===== src/rtl/crossy_lane_engine.sv =====
// Obstacle-lane and game-state engine for the crossy-road VGA game.
// Lanes scroll horizontally every frame, scroll vertically on accepted moves,
// and a PLAY/HIT/OVER state machine tracks lives and restarts.
//
// state   | meaning
// --------+---------------------------------------------------------------
// ST_PLAY | normal play: moves accepted, hits detected
// ST_HIT  | post-hit invulnerability, chicken blinks, moves ignored
// ST_OVER | no lives left, frozen black screen, move restarts the game
module crossy_lane_engine #(
  parameter int NUM_LANES    = 3,
  parameter int OBS_W        = 50,
  parameter int OBS_H        = 30,
  parameter int LANE_SPACING = 150,
  parameter int X_SPACING    = 250,
  parameter int CHICKEN_X    = 310,
  parameter int CHICKEN_Y    = 400,
  parameter int CHICKEN_W    = 30,
  parameter int CHICKEN_H    = 40,
  parameter int SCREEN_W     = 640,
  parameter int SCREEN_H     = 480,
  parameter int STEP_Y       = 10,
  parameter int LIVES        = 3,
  parameter int HIT_FRAMES   = 60
) (
  input  logic       i_clk,
  input  logic       i_rst_n,
  input  logic [9:0] i_hpos,
  input  logic [9:0] i_vpos,
  input  logic       i_display_on,
  input  logic       i_move_btn,
  output logic [2:0] o_rgb,
  output logic [7:0] o_score,
  output logic [2:0] o_lives,
  output logic [1:0] o_state,
  output logic       o_collision
);

  typedef enum logic [1:0] {
    ST_PLAY = 2'd0,
    ST_HIT  = 2'd1,
    ST_OVER = 2'd2
  } state_t;

  localparam logic [10:0] L_SW    = 11'(SCREEN_W);
  localparam logic [10:0] L_SH    = 11'(SCREEN_H);
  localparam logic [10:0] L_OW    = 11'(OBS_W);
  localparam logic [10:0] L_OH    = 11'(OBS_H);
  localparam logic [10:0] L_STEP  = 11'(STEP_Y);
  localparam logic [10:0] L_CX0   = 11'(CHICKEN_X);
  localparam logic [10:0] L_CX1   = 11'(CHICKEN_X + CHICKEN_W);
  localparam logic [10:0] L_CY0   = 11'(CHICKEN_Y);
  localparam logic [10:0] L_CY1   = 11'(CHICKEN_Y + CHICKEN_H);
  localparam logic [7:0]  L_HLAST = 8'(HIT_FRAMES - 1);
  localparam logic [2:0]  L_LIVES = 3'(LIVES);

  function automatic logic [9:0] f_x0(input int k);
    return 10'((k * X_SPACING) % SCREEN_W);
  endfunction

  function automatic logic [9:0] f_y0(input int k);
    return 10'((k * LANE_SPACING) % SCREEN_H);
  endfunction

  state_t                    r_state;
  state_t                    w_state_nxt;
  logic [NUM_LANES-1:0][9:0] r_x;
  logic [NUM_LANES-1:0][9:0] r_y;
  logic [NUM_LANES-1:0][9:0] w_x_nxt;
  logic [NUM_LANES-1:0][9:0] w_y_nxt;
  logic [NUM_LANES-1:0]      w_y_wrap;
  logic [NUM_LANES-1:0]      w_lane_hit;
  logic [7:0]                r_score;
  logic [2:0]                r_lives;
  logic [2:0]                w_lives_nxt;
  logic [7:0]                r_hit_cnt;
  logic [7:0]                w_hit_cnt_nxt;
  logic                      r_btn_prev;
  logic                      r_move_pending;
  logic                      r_hit_flag;
  logic [2:0]                r_rgb;
  logic [2:0]                w_rgb;
  logic                      r_collision;
  logic                      w_tick;
  logic                      w_rise;
  logic [2:0]                w_speed;
  logic                      w_obs;
  logic                      w_chick;
  logic                      w_chick_vis;
  logic                      w_move_x;
  logic                      w_move_y;
  logic                      w_reload_y;
  logic                      w_restore;
  logic                      w_commit;
  logic                      w_score_inc;

  assign w_tick = (i_hpos == 10'd0) && (i_vpos == 10'(SCREEN_H));
  assign w_rise = i_move_btn & ~r_btn_prev;
  // speed saturates at 4 once the score reaches 24
  assign w_speed = (r_score[7:5] != 3'd0) ? 3'd4 : ({1'b0, r_score[4:3]} + 3'd1);

  // Per-lane next positions with screen wrap, plus unwrapped pixel hit tests
  always_comb begin
    logic [10:0] w_xs;
    logic [10:0] w_xe;
    logic [10:0] w_sp;
    logic [10:0] w_ys;
    w_x_nxt    = r_x;
    w_y_nxt    = r_y;
    w_y_wrap   = '0;
    w_lane_hit = '0;
    w_sp       = {8'd0, w_speed};
    for (int k = 0; k < NUM_LANES; k++) begin
      w_xe = {1'b0, r_x[k]};
      w_xs = w_xe + w_sp;
      if ((k % 2) == 0) begin
        w_x_nxt[k] = (w_xs >= L_SW) ? 10'(w_xs - L_SW) : w_xs[9:0];
      end else begin
        w_x_nxt[k] = (w_xe < w_sp) ? 10'(w_xe + L_SW - w_sp) : 10'(w_xe - w_sp);
      end
      w_ys = {1'b0, r_y[k]} + L_STEP;
      w_y_wrap[k] = (w_ys >= L_SH);
      w_y_nxt[k]  = w_y_wrap[k] ? 10'(w_ys - L_SH) : w_ys[9:0];
      w_lane_hit[k] = ({1'b0, i_hpos} >= w_xe) && ({1'b0, i_hpos} < (w_xe + L_OW)) &&
                      ({1'b0, i_vpos} >= {1'b0, r_y[k]}) &&
                      ({1'b0, i_vpos} < ({1'b0, r_y[k]} + L_OH));
    end
  end

  assign w_obs   = |w_lane_hit;
  assign w_chick = ({1'b0, i_hpos} >= L_CX0) && ({1'b0, i_hpos} < L_CX1) &&
                   ({1'b0, i_vpos} >= L_CY0) && ({1'b0, i_vpos} < L_CY1);
  assign w_chick_vis = w_chick & ~((r_state == ST_HIT) & r_hit_cnt[3]);

  // Pixel colour priority: blank, overlap, obstacle, chicken, background
  always_comb begin
    w_rgb = 3'b000;
    if (!i_display_on)            w_rgb = 3'b000;
    else if (w_obs && w_chick)    w_rgb = 3'b011;
    else if (w_obs)               w_rgb = 3'b100;
    else if (w_chick_vis)         w_rgb = 3'b010;
    else if (r_state != ST_OVER)  w_rgb = 3'b001;
  end

  // Frame-tick decisions: next state and which updates to apply
  always_comb begin
    w_state_nxt   = r_state;
    w_move_x      = 1'b0;
    w_move_y      = 1'b0;
    w_reload_y    = 1'b0;
    w_restore     = 1'b0;
    w_commit      = 1'b0;
    w_score_inc   = 1'b0;
    w_lives_nxt   = r_lives;
    w_hit_cnt_nxt = r_hit_cnt;
    if (w_tick) begin
      case (r_state)
        ST_PLAY: begin
          w_move_x = 1'b1;
          if (r_hit_flag) begin
            w_commit      = 1'b1;
            w_lives_nxt   = r_lives - 3'd1;
            w_hit_cnt_nxt = 8'd0;
            w_state_nxt   = (r_lives == 3'd1) ? ST_OVER : ST_HIT;
          end else if (r_move_pending) begin
            w_move_y    = 1'b1;
            w_score_inc = |w_y_wrap;
          end
        end
        ST_HIT: begin
          w_move_x = 1'b1;
          if (r_hit_cnt == L_HLAST) begin
            w_state_nxt   = ST_PLAY;
            w_reload_y    = 1'b1;
            w_hit_cnt_nxt = 8'd0;
          end else begin
            w_hit_cnt_nxt = r_hit_cnt + 8'd1;
          end
        end
        ST_OVER: begin
          if (r_move_pending) begin
            w_restore     = 1'b1;
            w_state_nxt   = ST_PLAY;
            w_lives_nxt   = L_LIVES;
            w_hit_cnt_nxt = 8'd0;
          end
        end
        default: w_state_nxt = ST_PLAY;
      endcase
    end
  end

  // State register
  always_ff @(posedge i_clk or negedge i_rst_n) begin
    if (!i_rst_n) r_state <= ST_PLAY;
    else          r_state <= w_state_nxt;
  end

  // Lane positions, score, lives, button/hit tracking and registered pixel
  always_ff @(posedge i_clk or negedge i_rst_n) begin
    if (!i_rst_n) begin
      for (int k = 0; k < NUM_LANES; k++) begin
        r_x[k] <= f_x0(k);
        r_y[k] <= f_y0(k);
      end
      r_score        <= 8'd0;
      r_lives        <= L_LIVES;
      r_hit_cnt      <= 8'd0;
      r_btn_prev     <= 1'b0;
      r_move_pending <= 1'b0;
      r_hit_flag     <= 1'b0;
      r_rgb          <= 3'b000;
      r_collision    <= 1'b0;
    end else begin
      r_btn_prev     <= i_move_btn;
      r_move_pending <= w_tick ? 1'b0 : (r_move_pending | w_rise);
      r_hit_flag     <= w_tick ? 1'b0 :
                        (r_hit_flag | (i_display_on & w_obs & w_chick & (r_state == ST_PLAY)));
      r_rgb          <= w_rgb;
      r_collision    <= w_commit;
      r_lives        <= w_lives_nxt;
      r_hit_cnt      <= w_hit_cnt_nxt;
      if (w_restore) begin
        r_score <= 8'd0;
        for (int k = 0; k < NUM_LANES; k++) begin
          r_x[k] <= f_x0(k);
          r_y[k] <= f_y0(k);
        end
      end else begin
        if (w_score_inc && (r_score != 8'hFF)) r_score <= r_score + 8'd1;
        for (int k = 0; k < NUM_LANES; k++) begin
          if (w_move_x) r_x[k] <= w_x_nxt[k];
          if (w_move_y)        r_y[k] <= w_y_nxt[k];
          else if (w_reload_y) r_y[k] <= f_y0(k);
        end
      end
    end
  end

  assign o_rgb       = r_rgb;
  assign o_score     = r_score;
  assign o_lives     = r_lives;
  assign o_state     = r_state;
  assign o_collision = r_collision;

endmodule


===== config.mk =====
export PLATFORM = sky130hd
export DESIGN_NAME = crossy_lane_engine
export DESIGN_NICKNAME = d
export VERILOG_FILES = /design/src/rtl/crossy_lane_engine.sv
export SDC_FILE = /design/constraint.sdc
export NUM_CORES = 1
export LEC_CHECK = 0
export CAP_MARGIN = 20
export CELL_PAD_IN_SITES_DETAIL_PLACEMENT = 1
export CELL_PAD_IN_SITES_GLOBAL_PLACEMENT = 1
export CORE_AREA = 2 2 150 137
export DETAILED_ROUTE_END_ITERATION = 6
export DIE_AREA = 0 0 152 139
export PLACE_DENSITY = 0.92
export SETUP_SLACK_MARGIN = 0.15
export SYNTH_ARGS = -nofsm -noshare
export SYNTH_HDL_FRONTEND = slang
export SYNTH_SLANG_ARGS = --single-unit

===== constraint.sdc =====
create_clock -name i_clk -period 3.4 [get_ports i_clk]
set_input_delay 0.34 -clock i_clk [delete_from_list [all_inputs] [get_ports i_clk]]
set_output_delay 0.34 -clock i_clk [all_outputs]
set_load 0.02 [all_outputs]

==> flow_metrics.env, run 1 <==
export IMPL_gr_total_overflow=0
export IMPL_synthTopCellsByArea="ha_1, dfrtp_1, xnor2_1, dfstp_2, o21ai_0"
export IMPL_drtPass1Iterations=6
export IMPL_rr_endpoint="r_hit_flag"
export IMPL_powerDensity_nw_per_um2=216
export IMPL_clk_pin_slew_worst_paths_ns=0.07
export IMPL_viasPerCell=6.59
export IMPL_yosys_warnings=0
export IMPL_initial_core_util_pct=47.1
export IMPL_worstSetupPathType="reg2reg"
export IMPL_timing_fmax_mhz=296
export IMPL_r2r_cells=13
export IMPL_synthFlopType="dfrtp_1"
export IMPL_grt_max_degree=61
export IMPL_dieWidth_um=152
export IMPL_n_antenna_cell=0
export IMPL_dp_hpwl_um=24600
export IMPL_cts_max_path_buffers=2
export IMPL_grt_pass1_wl_um=52900
export IMPL_synth_net_count=1312
export IMPL_die_h_um=139
export IMPL_numCtsBuffers=9
export IMPL_numPortBuffers=40
export IMPL_cts_max_level=3
export IMPL_p_leak_nw=4.80
export IMPL_hold_viol_final=0
export IMPL_worst_slew_pin_slew_ns=0.862
export IMPL_cp_end_kind="register"
export IMPL_antenna_found_initial=0
export IMPL_most_common_layout_cells="ha_1, nand2_1, buf_4"
export IMPL_min_path_type="in2async"
export IMPL_crit_fanout=6
export IMPL_rows=49
export IMPL_finalWeightedCongestion=0.893
export IMPL_maxSlewViolCount=0
export IMPL_fin_worst_skew_ns=0.0123
export IMPL_worstSkewPairLatency_ns=0.37
export IMPL_post_route_period_util_pct=99.4
export IMPL_vias=9837
export IMPL_cts_sink_count=85
export IMPL_remaining_drc_errors=0
export IMPL_fin_crit_ns=3.38
export IMPL_crit_required_ns=3.69
export IMPL_fill_cells=2289
export IMPL_die_area_sq_um=21100
export IMPL_io_pins=41
export IMPL_total_power_mw=2.39
export IMPL_drt_iter0_drc=793
export IMPL_synthCells=1127
export IMPL_core_sq_um=19700
export IMPL_hold_buffers=0
export IMPL_wl_per_cell_um=24.3
export IMPL_ff2ff_setup_slack_ns=0.02
export IMPL_ff_latch_area_sq_um=2170
export IMPL_multi_input_area_sq_um=6900
export IMPL_peakVddDrop_v=0.000250
export IMPL_rsz0062_at_grt="yes"
export IMPL_cp_start_kind="register"
export IMPL_ant_nets=0
export IMPL_synth_seq_cells=85
export IMPL_yosysTopAreaCell="ha_1"
export IMPL_wl_um=36300
export IMPL_status="complete, no violations"
export IMPL_synth_edf_count=0
export IMPL_synth_area_sq_um=9270
export IMPL_grtUsageTotal_pct=30.9
export IMPL_grt_pass1_vias=10200
export IMPL_ys_types=76
export IMPL_arrival_ns=3.67
export IMPL_final_common_cell="ha_1"
export IMPL_synth_area_per_cell_sq_um=8.22
export IMPL_ys_seq_area_share_pct=23.2
export IMPL_cap_viol_max_count=0
export IMPL_rr_startpoint="r_x[1]"
export IMPL_synthArstFlopShare_pct=100
export IMPL_tritoncts="done"
export IMPL_synth_top_area_share_pct=21.1
export IMPL_slew_headroom_pct=42.5
export IMPL_fin_nets=1418
export IMPL_drive_above_1_share_pct=17.0
export IMPL_area_delta_synth_final_pct=19.7
export IMPL_cts_root_buffer="clkbuf_16"
export IMPL_setup_violations=0
export IMPL_final_util_pct=56.4
## synth_stat cells (10+ instances only)
cell	instances
o21ai_0	93
a21oi_1	85
o211ai_1	14
a31oi_1	12
nor3_1	37
dfrtp_1	63
nand3_1	40
a21o_1	21
a211oi_1	11
inv_1	83
clkbuf_1	21
o31ai_1	12
nor4_1	13
nand2b_1	19
and3_1	12
buf_2	10
o22ai_1	12
nand4_1	11
ha_1	156
xnor2_1	69
nor2_1	67
o21a_1	19
nand2_1	94
dfstp_2	22
## per-stage QoR
stage          area, sq um  setup slack (ns)  TNS (ns)  hold slack, ns  instances
2_1_floorplan         9270             0.327         0          0.0444       1127
3_3_place_gp         10300             0.191         0           0.481       1450
3_5_place_dp         10300            0.0299         0           0.501       1450
4_1_cts              10700            0.0868         0           0.113       1468
5_1_grt              11100           -0.0438   -0.0685           0.140       1493
6_report             11100            0.0190         0          0.0802       1493
## what timing repair did
item | in CTS | in global routing
setup buffers | 2 | 24
endpoints found under the hold margin | 0 | 0
resized for setup | 8 | 74
setup endpoints to repair | 18 | 26
pin swaps | 2 | 19
## critical path: stages (launching register included)
cell and delay, ns:
dfrtp_2 0.48, ha_4 0.20, a21oi_2 0.14, buf_4 0.13, xnor2_1 0.13, ha_1 0.26
o21a_1 0.11, o21ai_1 0.17, a21oi_1 0.10, o41ai_2 0.53, o211ai_1 0.21, o22a_1 0.27
a2111o_1 0.44, a21oi_2 0.13
## cells by family after synthesis
logic type               Yosys count  synth area share [%]
adder cells (fa/ha/maj)          161                  22.1
multiplexers                       8                 0.891
flip-flops                        85                  23.2
XOR/XNOR                          78                  7.37
AND/OR/NAND/NOR                  343                  18.5
AO/OA/AOI/OAI                    334                  22.7
buffers and inverters            118                  5.09
## worst max-delay path by stage
stage	cells after the start	to	from
after CTS	12	r_hit_flag	r_y[22]
after global routing	13	r_hit_flag	r_x[1]
after global placement	13	r_x[8]	o_score[3]
after detailed placement	10	r_hit_flag	i_hpos[1]
after floorplan	12	r_x[8]	o_score[3]
final	13	r_hit_flag	r_x[1]
## routing by layer
metal | part of all wire, % | vias to the layer above | global-route usage [%] | wire length [um]
li1 | - | 4312 | - | -
met1 | 39 | 4849 | 38.2 | 14100
met2 | 48 | 511 | 53.1 | 17600
met3 | 7.1 | 165 | 4.06 | 2570
met4 | 5.6 | 0 | 15.1 | 2030
met5 | 0 | - | 0 | 0
## cell type report
class,instances,share of cell area (%)
sequential,85,19.6
tap,255,2.88
clock buffer,13,2.44
inverter,84,2.88
multi-input combinational,924,62.2
timing repair buffer,129,9.62
clock inverter,3,0.384
## state kept, by name, summed over array words and instances (netlist names)
signal,cells
o_rgb,3
r_btn_prev,1
o_collision,1
r_move_pending,1
r_hit_flag,1
o_lives,3
o_state,2
r_hit_cnt,8
r_y,27
r_x,30
o_score,8
## power by group
| part | internal (mW) | switching [mW] | total, mW | leakage, nW |
|---|---|---|---|---|
| combinational | 0.112 | 0.165 | 0.277 | 3.66 |
| clock | 0.630 | 0.471 | 1.10 | 0.152 |
| sequential | 1.01 | 0.000688 | 1.01 | 0.993 |
| total | 1.76 | 0.637 | 2.39 | 4.80 |
Note: power is estimated with default switching activity, not from simulation.
==> run 2: changes to the inputs <==
CORE_AREA = 2 2 158 145   (was 2 2 150 137)
DIE_AREA = 0 0 160 147   (was 0 0 152 139)
PLACE_DENSITY = 0.87   (was 0.92)
clock period = 3 ns   (was 3.4 ns; I/O delays follow)
==> flow_metrics.env, run 2 (synthesis gave the netlist of run 1 again) <==
export IMPL_status="complete, but fails checks"
export IMPL_failed_checks="DRC, setup timing"
export IMPL_cts_sink_count=85
export IMPL_setup_violations=21
export IMPL_viasPerCell=7.23
export IMPL_use_met1_pct=41.6
export IMPL_rows=52
export IMPL_dp_hpwl_um=26200
export IMPL_fin_nets=1568
export IMPL_drtPass1Iterations=7
export IMPL_fin_crit_ns=3.93
export IMPL_final_common_cell="buf_4"
export IMPL_largest_reg_flops=30
export IMPL_cp_start_kind="register"
export IMPL_die_area_sq_um=23500
export IMPL_gr_total_overflow=0
export IMPL_grt_busiest_layer="met2"
export IMPL_crit_chain="inv_2 -> ha_4 -> a21oi_4 -> nand2_1 -> xnor2_1 -> ha_1 -> nor3_2 -> nor2_1 -> o22ai_2 -> o221ai_2 -> o22a_2 -> a2111o_1 -> a21oi_2"
export IMPL_grt_max_degree=38
export IMPL_grtUsageTotal_pct=35.8
export IMPL_remaining_drc_errors=27
export IMPL_numPortBuffers=40
export IMPL_die_h_um=147
export IMPL_cp_end_kind="register"
export IMPL_placed_cell_area_sq_um=11300
export IMPL_arrival_ns=4.24
export IMPL_p_leak_nw=5.81
export IMPL_io_pins=41
export IMPL_whs_ns=0.436
export IMPL_cap_viol_max_count=0
export IMPL_tns_ns=-5.48
export IMPL_drive_above_1_share_pct=35.4
export IMPL_post_route_period_util_pct=131
export IMPL_rr_startpoint="r_y[22]"
export IMPL_hold_viol_final=0
export IMPL_slowest_stage="xnor2_1"
export IMPL_worst_slew_pin_slew_ns=1.22
export IMPL_rsz0062_at_grt="yes"
export IMPL_fin_cells=1686
export IMPL_grtUsageMet3_pct=6.92
export IMPL_maxSlewViolCount=0
export IMPL_powerDensity_nw_per_um2=210
export IMPL_numCtsBuffers=9
export IMPL_finalWeightedCongestion=0.928
export IMPL_peakVddDrop_v=0.000304
export IMPL_vias=12200
export IMPL_setup_ws_ns=-0.926
export IMPL_initial_core_util_pct=42.1
export IMPL_largest_register="r_x"
export IMPL_drt_iter0_drc=1379
export IMPL_cts_max_level=3
export IMPL_fin_worst_skew_ns=0.0228
export IMPL_area_delta_synth_final_pct=44.4
export IMPL_crit_fanout=4
export IMPL_place_ws_ns=-0.226
export IMPL_ant_nets=0
export IMPL_core_sq_um=22000
export IMPL_slew_headroom_pct=18.3
export IMPL_met2_usage_pct=61.1
export IMPL_dieWidth_um=160
export IMPL_wl_per_cell_um=33.1
export IMPL_worstSetupPathType="reg2reg"
export IMPL_total_power_mw=2.81
export IMPL_hold_start="i_move_btn"
export IMPL_slowest_delay_ns=0.65
export IMPL_clk_pin_slew_worst_paths_ns=0.08
export IMPL_cts_root_buffer="clkbuf_16"
export IMPL_grt_pass1_vias=11800
export IMPL_final_area_sq_um=13400
export IMPL_grt_pass1_wl_um=66100
export IMPL_tritoncts="done"
export IMPL_most_common_layout_cells="buf_4, ha_1, nand2_1"
export IMPL_crit_required_ns=3.32
export IMPL_antenna_found_initial=4
export IMPL_dp_cells=1603
export IMPL_cts_max_path_buffers=2
export IMPL_final_util_pct=60.8
export IMPL_worstSkewPairLatency_ns=0.40
export IMPL_setup_worst_path_start="r_y[22]"
export IMPL_timing_fmax_mhz=255
export IMPL_wl_um=55800
export IMPL_min_path_type="in2reg"
export IMPL_largestRegisters="r_x: 30 flops, r_y: 27 flops"
run 2: cell types whose count changed in the layout (fill, tap and decap cells not counted), moves of 13 or more:
cell and delta:
a21oi_2 +13, ha_4 +20, a21oi_1 -18, buf_4 +124, ha_1 -22, buf_6 +20
run 2: area by class of cell:
class | instances | area [sq um]
Tap cell | 297 | 372
Clock inverter | 6 | 52.6
Sequential cell | 85 | 2170
Fill cell | 2532 | 8610
Antenna cell | 1 | 2.50
Clock buffer | 10 | 229
Timing Repair Buffer | 279 | 2350
Multi-Input combinational cell | 924 | 7880
Inverter | 84 | 328
run 2: power by group:
| group | internal [mW] | total [mW] | switching [mW] | leakage [nW] |
|---|---|---|---|---|
| Combinational | 0.153 | 0.405 | 0.252 | 4.69 |
| Clock | 0.581 | 1.26 | 0.680 | 0.132 |
| Sequential | 1.15 | 1.15 | 0.00116 | 0.989 |
run 2: repair_timing:
| action | in CTS | in global routing |
|---|---|---|
| hold endpoints to repair | 26 | 0 |
| gates cloned | 1 | 0 |
| gates resized for setup | 119 | 174 |
| hold buffers | 1 | 0 |
| buffers inserted | 31 | 33 |
| pin swaps | 64 | 92 |
| endpoints found under the setup margin | 30 | 57 |
run 2: path summary, 6_finish.rpt:
check / endpoint / slack, ns / cells past startpoint
min reg2reg: r_hit_cnt[0] / 0.53 / 1
max in group asynchronous: r_x[28] / 1.67 / 3
max: r_hit_flag / -0.93 / 13
max reg2reg: r_hit_flag / -0.93 / 13
min in group asynchronous: r_hit_cnt[5] / 0.47 / 2
min: r_btn_prev / 0.44 / 1
run 2: critical path: cells and delay by family, from the launching register on:
| kind | cells | cell delay (ns) |
|---|---|---|
| AO/OA/AOI/OAI | 6 | 1.40 |
| XOR/XNOR | 1 | 0.65 |
| adder cells (fa/ha/maj) | 2 | 0.57 |
| buffers and inverters | 1 | 0.08 |
| flip-flops | 1 | 0.59 |
| AND/OR/NAND/NOR | 3 | 0.56 |
run 2: routing by layer:
metal	share of wire (%)	vias up	wire length, um
met5	0.043	-	24
met4	10	4	5780
met3	12	554	6540
met2	44	1193	24400
met1	34	5837	19100
li1	-	4601	-
==> run 3: changes to the inputs <==
ABC_AREA = 1   (was unset)
CORE_AREA = 2 2 165 151   (was 2 2 158 145)
DIE_AREA = 0 0 167 153   (was 0 0 160 147)
PLACE_DENSITY = 0.88   (was 0.87)
==> flow_metrics.env, run 3 <==
export IMPL_slew_headroom_pct=37.2
export IMPL_setup_violations=4
export IMPL_wl_um=38900
export IMPL_place_ws_ns=-0.150
export IMPL_path_delay_family="simple AND/OR/NAND/NOR gates"
export IMPL_drt_iter0_drc=733
export IMPL_total_power_mw=2.75
export IMPL_post_route_period_util_pct=109
export IMPL_synth_most_common_cell="nand2_1"
export IMPL_arrival_ns=3.42
export IMPL_cts_max_path_buffers=2
export IMPL_cp_end_kind="register"
export IMPL_synth_edf_count=0
export IMPL_fill_cells=3027
export IMPL_p_leak_nw=6.04
export IMPL_powerDensity_nw_per_um2=231
export IMPL_synthArstFlopShare_pct=100
export IMPL_ant_nets=0
export IMPL_area_delta_synth_final_pct=20.4
export IMPL_final_common_cell="nand2_1"
export IMPL_core_sq_um=23900
export IMPL_largest_register="r_x"
export IMPL_die_area_sq_um=25600
export IMPL_drive_above_1_share_pct=18.4
export IMPL_failed_checks="setup timing"
export IMPL_synth_net_count=1575
export IMPL_synthTopCellsByArea="ha_1, dfrtp_1, nand2_1, inv_1, dfstp_2"
export IMPL_grtUsageMet3_pct=2.93
export IMPL_ys_seq_area_share_pct=21.8
export IMPL_synth_area_per_cell_sq_um=7.12
export IMPL_use_met1_pct=32.4
export IMPL_final_area_sq_um=11900
export IMPL_status="complete, but fails checks"
export IMPL_most_common_layout_cells="nand2_1, inv_1, ha_1"
export IMPL_n_antenna_cell=0
export IMPL_rr_startpoint="o_score[3]"
export IMPL_path_buf_inv=3
export IMPL_final_util_pct=50.0
export IMPL_cap_viol_max_count=0
export IMPL_crit_chain="ha_4 -> nand2_4 -> clkinvlp_4 -> fa_2 -> nor2_1 -> nand2_1 -> nand2_2 -> nand2_1 -> nand2_1 -> inv_1 -> nand3_1 -> buf_6 -> o21ai_0 -> nand3_1 -> o21ai_0"
export IMPL_slowest_delay_ns=0.43
export IMPL_dp_cells=1761
export IMPL_synth_top_area_share_pct=19.7
export IMPL_synth_area_sq_um=9900
export IMPL_finalWeightedCongestion=0.897
export IMPL_worstSkewPairLatency_ns=0.37
export IMPL_fin_crit_ns=3.26
export IMPL_initial_core_util_pct=41.5
export IMPL_rsz0062_at_grt="yes"
export IMPL_slowest_stage="dfrtp_1"
export IMPL_grt_pass1_vias=10900
export IMPL_antenna_found_initial=0
export IMPL_clk_pin_slew_worst_paths_ns=0.08
export IMPL_dieWidth_um=167
export IMPL_yosys_warnings=0
export IMPL_worstSetupPathType="reg2reg"
export IMPL_synthCells=1390
export IMPL_grt_pass1_wl_um=55200
export IMPL_placed_cell_area_sq_um=10900
export IMPL_peakVddDrop_v=0.000245
export IMPL_hold_viol_final=0
export IMPL_drtPass1Iterations=6
export IMPL_cts_max_level=3
export IMPL_grt_max_degree=65
export IMPL_cts_root_buffer="clkbuf_16"
export IMPL_cts_sink_count=85
export IMPL_met2_usage_pct=47.8
export IMPL_min_path_type="in2async"
export IMPL_fin_worst_skew_ns=0.0144
export IMPL_setup_ws_ns=-0.259
export IMPL_maxSlewViolCount=0
export IMPL_fin_cells=1814
export IMPL_vias=10700
export IMPL_synthFlopType="dfrtp_1"
export IMPL_viasPerCell=5.92
export IMPL_cp_start_kind="register"
export IMPL_io_pins=41
export IMPL_crit_path_frequent_cell="nand2_1"
export IMPL_numPortBuffers=40
export IMPL_ys_types=53
export IMPL_largestRegisters="r_x: 30 flops, r_y: 27 flops"
export IMPL_yosys_top_cells_count="nand2_1, inv_1, ha_1"
export IMPL_crit_required_ns=3.16
export IMPL_crit_fanout=10
export IMPL_dp_hpwl_um=26100
export IMPL_gr_total_overflow=0
export IMPL_remaining_drc_errors=0
export IMPL_numCtsBuffers=9
export IMPL_largest_reg_flops=30
export IMPL_fin_nets=1686
export IMPL_tritoncts="done"
export IMPL_timing_fmax_mhz=307
export IMPL_worst_slew_pin_slew_ns=0.942
export IMPL_die_h_um=153
export IMPL_grt_busiest_layer="met2"
export IMPL_rows=54
export IMPL_wl_per_cell_um=21.5
export IMPL_yosysTopAreaCell="ha_1"
export IMPL_grtUsageTotal_pct=26.6
export IMPL_setup_worst_path_start="o_score[3]"
export IMPL_synth_seq_cells=85
-- run 3: cell types whose count changed in the layout (fill, tap and decap cells not counted), moves of 19 or more --
cell / before / now
nand2_2: 4 / 27
nor2_1: 58 / 119
xnor2_1: 57 / 7
inv_1: 72 / 180
nand2_1: 86 / 279
a21oi_2: 24 / 5
xor2_1: 6 / 57
o21ai_0: 75 / 54
nand3_1: 31 / 93
buf_4: 212 / 73
-- run 3: final cells by class --
| cell class | instances | area [sq um] | area share (%) |
|---|---|---|---|
| clock inverters | 7 | 86.3 | 0.724 |
| repair buffers | 116 | 992 | 8.32 |
| flip-flops and latches | 85 | 2160 | 18.1 |
| inverters | 208 | 798 | 6.70 |
| well taps | 308 | 385 | 3.23 |
| multi-input cells | 1081 | 7270 | 61.0 |
| clock buffers | 9 | 225 | 1.89 |
-- run 3: path summary, 6_finish.rpt --
check	to	slack (ns)	cells after the start
worst max-delay path	r_x[12]	-0.26	15
worst min-delay path	o_score[6]	0.07	1
worst max register to register	r_x[12]	-0.26	15
worst min register to register	r_hit_cnt[5]	0.50	1
max in group asynchronous	r_y[17]	2.10	2
min in group i_clk	r_btn_prev	0.43	1
-- run 3: per-stage QoR --
step | TNS [ns] | hold WS (ns)
finish | -0.671 | 0.0750
detailed placement | -0.556 | 0.484
global placement | 0 | 0.475
CTS | 0 | 0.112
floorplan | 0 | 0.00441
global route | -1.25 | 0.127
-- run 3: layer usage --
layer / routed length, um / up-vias
li1: - / 4838
met5: 0 / -
met2: 18800 / 461
met1: 15600 / 5251
met3: 2260 / 194
met4: 2320 / 0
-- run 3: worst reg2reg max path, cell delays in order, from the launching register on --
cell and delay (ns):
dfrtp_1 0.43, ha_4 0.27, nand2_4 0.09, clkinvlp_4 0.20, fa_2 0.43, nor2_1 0.15
nand2_1 0.12, nand2_2 0.15, nand2_1 0.12, nand2_1 0.15, inv_1 0.11, nand3_1 0.16
buf_6 0.18, o21ai_0 0.10, nand3_1 0.12, o21ai_0 0.26
-- run 3: where the power goes --
group	leakage (nW)	internal [mW]	switching, mW
clock	0.151	0.669	0.617
combinational	5.01	0.118	0.200
sequential	0.875	1.15	0.000540
total	6.04	1.94	0.818
-- run 3: what timing repair did --
item,4_1_cts,5_1_grt
hold buffers,0,0
resized for setup,31,88
pin swaps,13,42
endpoints found under the setup margin,13,15
setup buffers,5,32
-- run 3: kinds of logic after synthesis --
family,count (synthesis),share of synthesized area (%)
AOI/OAI and AO/OA,211,12.9
and+or+nand+nor,641,29.5
xor gates and xnor gates,68,6.17
DFF,85,21.8
adders and majority gates,161,20.7
buffers and inverters,224,8.96
